### src/rtl/branch_res_queue_pkg.sv
// Shared types for the branch resolution queue:
// prediction/resolution records and the queue entry.
package branch_res_queue_pkg;

   localparam int XLEN = 64;
   localparam int BRQ_DEPTH = 8;

   typedef struct packed {
      logic [XLEN-1:0] pc;
      logic            hit;
      logic            taken;
      logic [XLEN-1:0] target;
   } prediction_t;

   typedef struct packed {
      logic [XLEN-1:0] pc;
      logic [XLEN-1:0] target;
      logic            taken;
      logic            mispredict;
   } resolution_t;

   typedef struct packed {
      logic        valid;
      logic        resolved;
      prediction_t pred;
   } brq_entry_t;

   // A BTB miss counts as a not-taken prediction.
   function automatic logic pred_mispredict(
      prediction_t     p,
      logic            taken,
      logic [XLEN-1:0] target
   );
      logic pt;
      pt = p.hit & p.taken;
      return (pt != taken) | (taken & pt & (p.target != target));
   endfunction

endpackage

### src/rtl/branch_res_queue.sv
// In-flight prediction tracker: allocates on fetch, resolves from
// the branch unit, emits BPU updates and retires in program order.
module branch_res_queue
   import branch_res_queue_pkg::*;
#(
   parameter int DEPTH = BRQ_DEPTH,
   parameter int TAG_W = $clog2(DEPTH)
) (
   input  logic              clk_i,
   input  logic              rst_i,
   input  logic              flush_i,
   input  logic              pred_valid_i,
   output logic              pred_ready_o,
   input  prediction_t       pred_i,
   output logic [TAG_W-1:0]  pred_tag_o,
   input  logic              bu_valid_i,
   input  logic [TAG_W-1:0]  bu_tag_i,
   input  logic              bu_taken_i,
   input  logic [XLEN-1:0]   bu_target_i,
   output logic              res_valid_o,
   output resolution_t       res_o,
   output logic              empty_o,
   output logic [TAG_W:0]    count_o
);

   brq_entry_t       q [DEPTH];
   logic [TAG_W-1:0] head;
   logic [TAG_W-1:0] tail;
   logic [TAG_W:0]   count;

   logic push;
   logic resolve;
   logic retire;

   assign pred_ready_o = (count != (TAG_W+1)'(DEPTH));
   assign pred_tag_o   = tail;
   assign empty_o      = (count == '0);
   assign count_o      = count;

   assign push    = pred_valid_i & pred_ready_o;
   assign resolve = bu_valid_i & q[bu_tag_i].valid
                  & ~q[bu_tag_i].resolved;
   // Uses the registered resolved bit, so a branch resolved this
   // cycle can only retire from the next cycle on.
   assign retire  = q[head].valid & q[head].resolved;

   always_ff @(posedge clk_i) begin
      if (rst_i) begin
         for (int i = 0; i < DEPTH; i++) q[i] <= '0;
         head        <= '0;
         tail        <= '0;
         count       <= '0;
         res_valid_o <= 1'b0;
         res_o       <= '0;
      end else if (flush_i) begin
         for (int i = 0; i < DEPTH; i++) q[i] <= '0;
         head        <= '0;
         tail        <= '0;
         count       <= '0;
         res_valid_o <= 1'b0;
      end else begin
         if (push) begin
            q[tail] <= '{valid: 1'b1, resolved: 1'b0, pred: pred_i};
            tail    <= tail + 1'b1;
         end
         if (resolve) begin
            q[bu_tag_i].resolved <= 1'b1;
            res_o.pc         <= q[bu_tag_i].pred.pc;
            res_o.taken      <= bu_taken_i;
            res_o.target     <= bu_target_i;
            res_o.mispredict <= pred_mispredict(q[bu_tag_i].pred,
                                                bu_taken_i,
                                                bu_target_i);
         end
         res_valid_o <= resolve;
         if (retire) begin
            q[head].valid    <= 1'b0;
            q[head].resolved <= 1'b0;
            head             <= head + 1'b1;
         end
         count <= count + (TAG_W+1)'(push) - (TAG_W+1)'(retire);
      end
   end

endmodule

### config.mk
export PLATFORM = sky130hd
export DESIGN_NAME = branch_res_queue
export DESIGN_NICKNAME = d
export VERILOG_FILES = /design/src/rtl/branch_res_queue_pkg.sv /design/src/rtl/branch_res_queue.sv
export SDC_FILE = /design/constraint.sdc
export NUM_CORES = 2
export LEC_CHECK = 0
export ABC_AREA = 0
export ABC_CLOCK_PERIOD_IN_PS = 7100
export CAP_MARGIN = 25
export CORE_MARGIN = 5
export CORE_UTILIZATION = 51
export DETAILED_ROUTE_END_ITERATION = 10
export PLACE_DENSITY = 0.7
export SYNTH_ARGS = -nofsm -noshare
export SYNTH_HDL_FRONTEND = slang
export SYNTH_SLANG_ARGS = --single-unit
### constraint.sdc
create_clock -name clk_i -period 7.1 [get_ports clk_i]
set_input_delay 0.71 -clock clk_i [delete_from_list [all_inputs] [get_ports clk_i]]
set_output_delay 0.71 -clock clk_i [all_outputs]
set_load 0.005 [all_outputs]
==> impl_metrics.toml <==
[outcome]
status = "complete, no violations"

[clocking]
cts_max_level = 3
cts_hold_buffers = 0
cts_sinks = 1200
cts_setup_buffers = 0
tritoncts = "yes"
path_clk_slew_ns = 0.06
clockBufferDepth = 3
cts_resized = 0
clk_latency_ns = 0.70
cts_root_buf = "clkbuf_16"
cts_buffers = 120

[logic_synthesis]
async_reset_ff_share_pct = 0
synthCells = 3716
synth-edff-count = 1040
ys_types = 49
netlist.area_leader.share_pct = 59.7
synth-seq-cells = 1200
synth_fp_nets = 3929
yosysWarnings = 0
synth_top_cell_by_area = "edfxtp_1"
synth_top_cells_by_area = "edfxtp_1 (60%), and2_1 (9.4%), dfxtp_1 (6.1%), mux4_2 (5.8%), and3_1 (3.2%)"
synth_ff_type = "edfxtp_1"
synth-seq-area-share_pct = 65.8
avgSynthCellArea_um2 = 14.1
netlist_area_um2 = 52300

[die]
placementRows = 117
initial_utilization_pct = 51.3
core_um2 = 102000
ioPinCount = 343
die_y_um = 330
die_area_um2 = 109000
die_w_um = 330

[sta]
fmaxAchievable_mhz = 243
hold_viol_final = 0
grt_setup_unrepaired = "no"
clock_skew_ns = 0.0200
fin_setup_tns_ns = 0
setup_viol = 0
worst_pin_slew_ns = 1.10
maxSlewHeadroom_pct = 26.6
fin_crit_sh_pct = 57.9
final.min_clock_period_ns = 4.11
drv_slew = 0

[worst_setup_path]
path_cells = "inv_1 -> ha_1 -> nand2_1 -> and2_1 -> inv_1 -> nor3_2 -> buf_4 -> nand2_1 -> nand2_4 -> buf_12"
regToRegEndpoint = "q[2][104]"
critPathArrivalTime_ns = 4.44
r2r_start = "count_o[2]"
crit_required_ns = 7.43
setup.worst_path.class = "reg -> reg"
cp_slowest_cell = "nand2_4"
cp_top_family = "simple AND/OR/NAND/NOR gates"
critPathMaxStageDelay_ns = 0.85
crit_buf_inv = 4
end_kind = "flop"
reg2regPathDepth = 10
cp_max_fo = 79
critPathLaunchType = "flop"
rrSetupSlack_ns = 2.99

[worst_hold_path]
hold_end = "res_o[47]"
hp-start = "res_o[47]"
hold_class = "reg -> reg"
hold_depth = 2

[cells_and_area]
drive_gt1_share_pct = 11.3
fin_util_pct = 59.8
area_growth_pct = 16.6
seqCellArea_um2 = 34400
multi_input_area_um2 = 16700
n_fill_cell = 7880
nets = 4167

[pwr]
power.share.combinational_pct = 6.7
p_sw_share_pct = 22.5
p_int_mw = 11.9
p_per_area_nw_per_um2 = 252
p_seq_share_pct = 52.1
peakVddDrop_mv = 0.228
power_frac_clock_pct = 41.1
p_leak_nw = 23.4
p_switching_mw = 3.44

[route]
drcViolationCount = 0
vias = 33000
via_per_inst = 6.07
wl_um = 154000
wire_per_inst_um = 28.3
drt_iter0_drc = 3704
drt_pass1_iterations = 6
drt.antenna.violating_nets = 0

[grt]
antenna_found_initial = 24
grt_pass1_wl_um = 225000
overflow = 0
grt_start_max_net_pins = 132
grt_pass1_vias = 33100
grt_use_total_pct = 28.0

[flow_run]
drv_cap = 0

[place]
dp.final_hpwl_um = 84400
gp_congestion = 0.818
io_buffers = 342
stage by stage:
step                      setup slack, ns  cell area (um^2)  total power, mW  hold WS, ns  cells
after floorplan                      1.93             52300             8.67        0.446   3716
after global placement               2.55             56900             9.15        0.442   5195
after detailed placement             2.52             57000             9.17        0.446   5198
after CTS                            3.04             60900             15.4        0.454   5425
after global routing                 2.79             60900             15.8        0.471   5434
final                                2.99             61000             15.3        0.453   5441
power groups by stage:
stage / clock [mW] / sequential, mW / combinational (mW)
floorplan: 0 / 8.14 / 0.529
global placement: 0 / 8.13 / 1.02
detailed placement: 0 / 8.14 / 1.03
CTS: 6.35 / 7.99 / 1.03
global route: 6.66 / 8.01 / 1.09
finish: 6.31 / 7.99 / 1.03
cell usage after synthesis, types with 57 or more instances:
library cell and n:
a21oi_1 128, a221oi_1 102, and2_1 787, and3_1 265
buf_2 57, clkbuf_1 200, dfxtp_1 160, edfxtp_1 1040
mux2i_1 114, mux4_2 134, nand2_1 179, nor2_1 137
xnor2_1 57
cell families after synthesis:
logic type	synth area share, %
DFF	65.8
AOI/OAI and AO/OA	5.60
and+or+nand+nor	15.5
muxes	9.01
xor gates and xnor gates	1.14
buffers and inverters	2.62
adders and majority gates	0.254
how the worst max path moves through the flow:
stage / cells past startpoint / slack [ns] / to / startpoint
detailed placement: 7 / 2.52 / q[2][102] / rst_i
global route: 10 / 2.79 / q[2][104] / count_o[2]
global placement: 7 / 2.55 / q[2][102] / rst_i
CTS: 10 / 3.04 / q[2][104] / count_o[2]
floorplan: 7 / 1.93 / q[6][0] / rst_i
finish: 10 / 2.99 / q[2][104] / count_o[2]
sequential cells by signal, indices dropped and copies added (netlist names), named ones only:
| name | count |
|---|---|
| pred_tag_o | 3 |
| q | 1056 |
| res_o | 130 |
| count_o | 4 |
| res_valid_o | 1 |
| head | 3 |
layout by cell type, fill, tap and decap left out, types with 23 or more instances in the layout:
cell / count
clkdlybuf4s50_1: 338
edfxtp_1: 1040
a211oi_1: 28
and3_1: 265
a22oi_1: 37
xnor2_1: 57
mux2_2: 49
and2_1: 785
mux4_2: 134
clkbuf_16: 122
mux2i_1: 114
a22o_1: 38
clkbuf_1: 35
a311oi_1: 29
buf_4: 50
nand2_1: 173
nor2_1: 133
o21ai_0: 23
a221oi_1: 102
a21oi_1: 128
dfxtp_1: 160
worst min-delay path, stage by stage, from the launching register on:
cell and delay, ns:
dfxtp_1 0.31, nand2_1 0.05, a21oi_1 0.05
metal layers:
metal	GRT usage, %	part of all wire [%]	vias up
met1	38.3	39	16700
met2	45.7	48	1678
met4	8.42	3.0	18
met3	5.81	9.6	261
li1	-	-	14300
met5	0	0.087	-
area by class of cell:
class | instances | area share, %
Timing Repair Buffer | 409 | 6.84
Clock inverter | 56 | 0.856
Tap cell | 1368 | 2.81
Inverter | 12 | 0.0903
Multi-Input combinational cell | 2211 | 27.3
Antenna cell | 14 | 0.0575
Clock buffer | 171 | 5.54
Sequential cell | 1200 | 56.5
(Power assumes the default switching activity.)
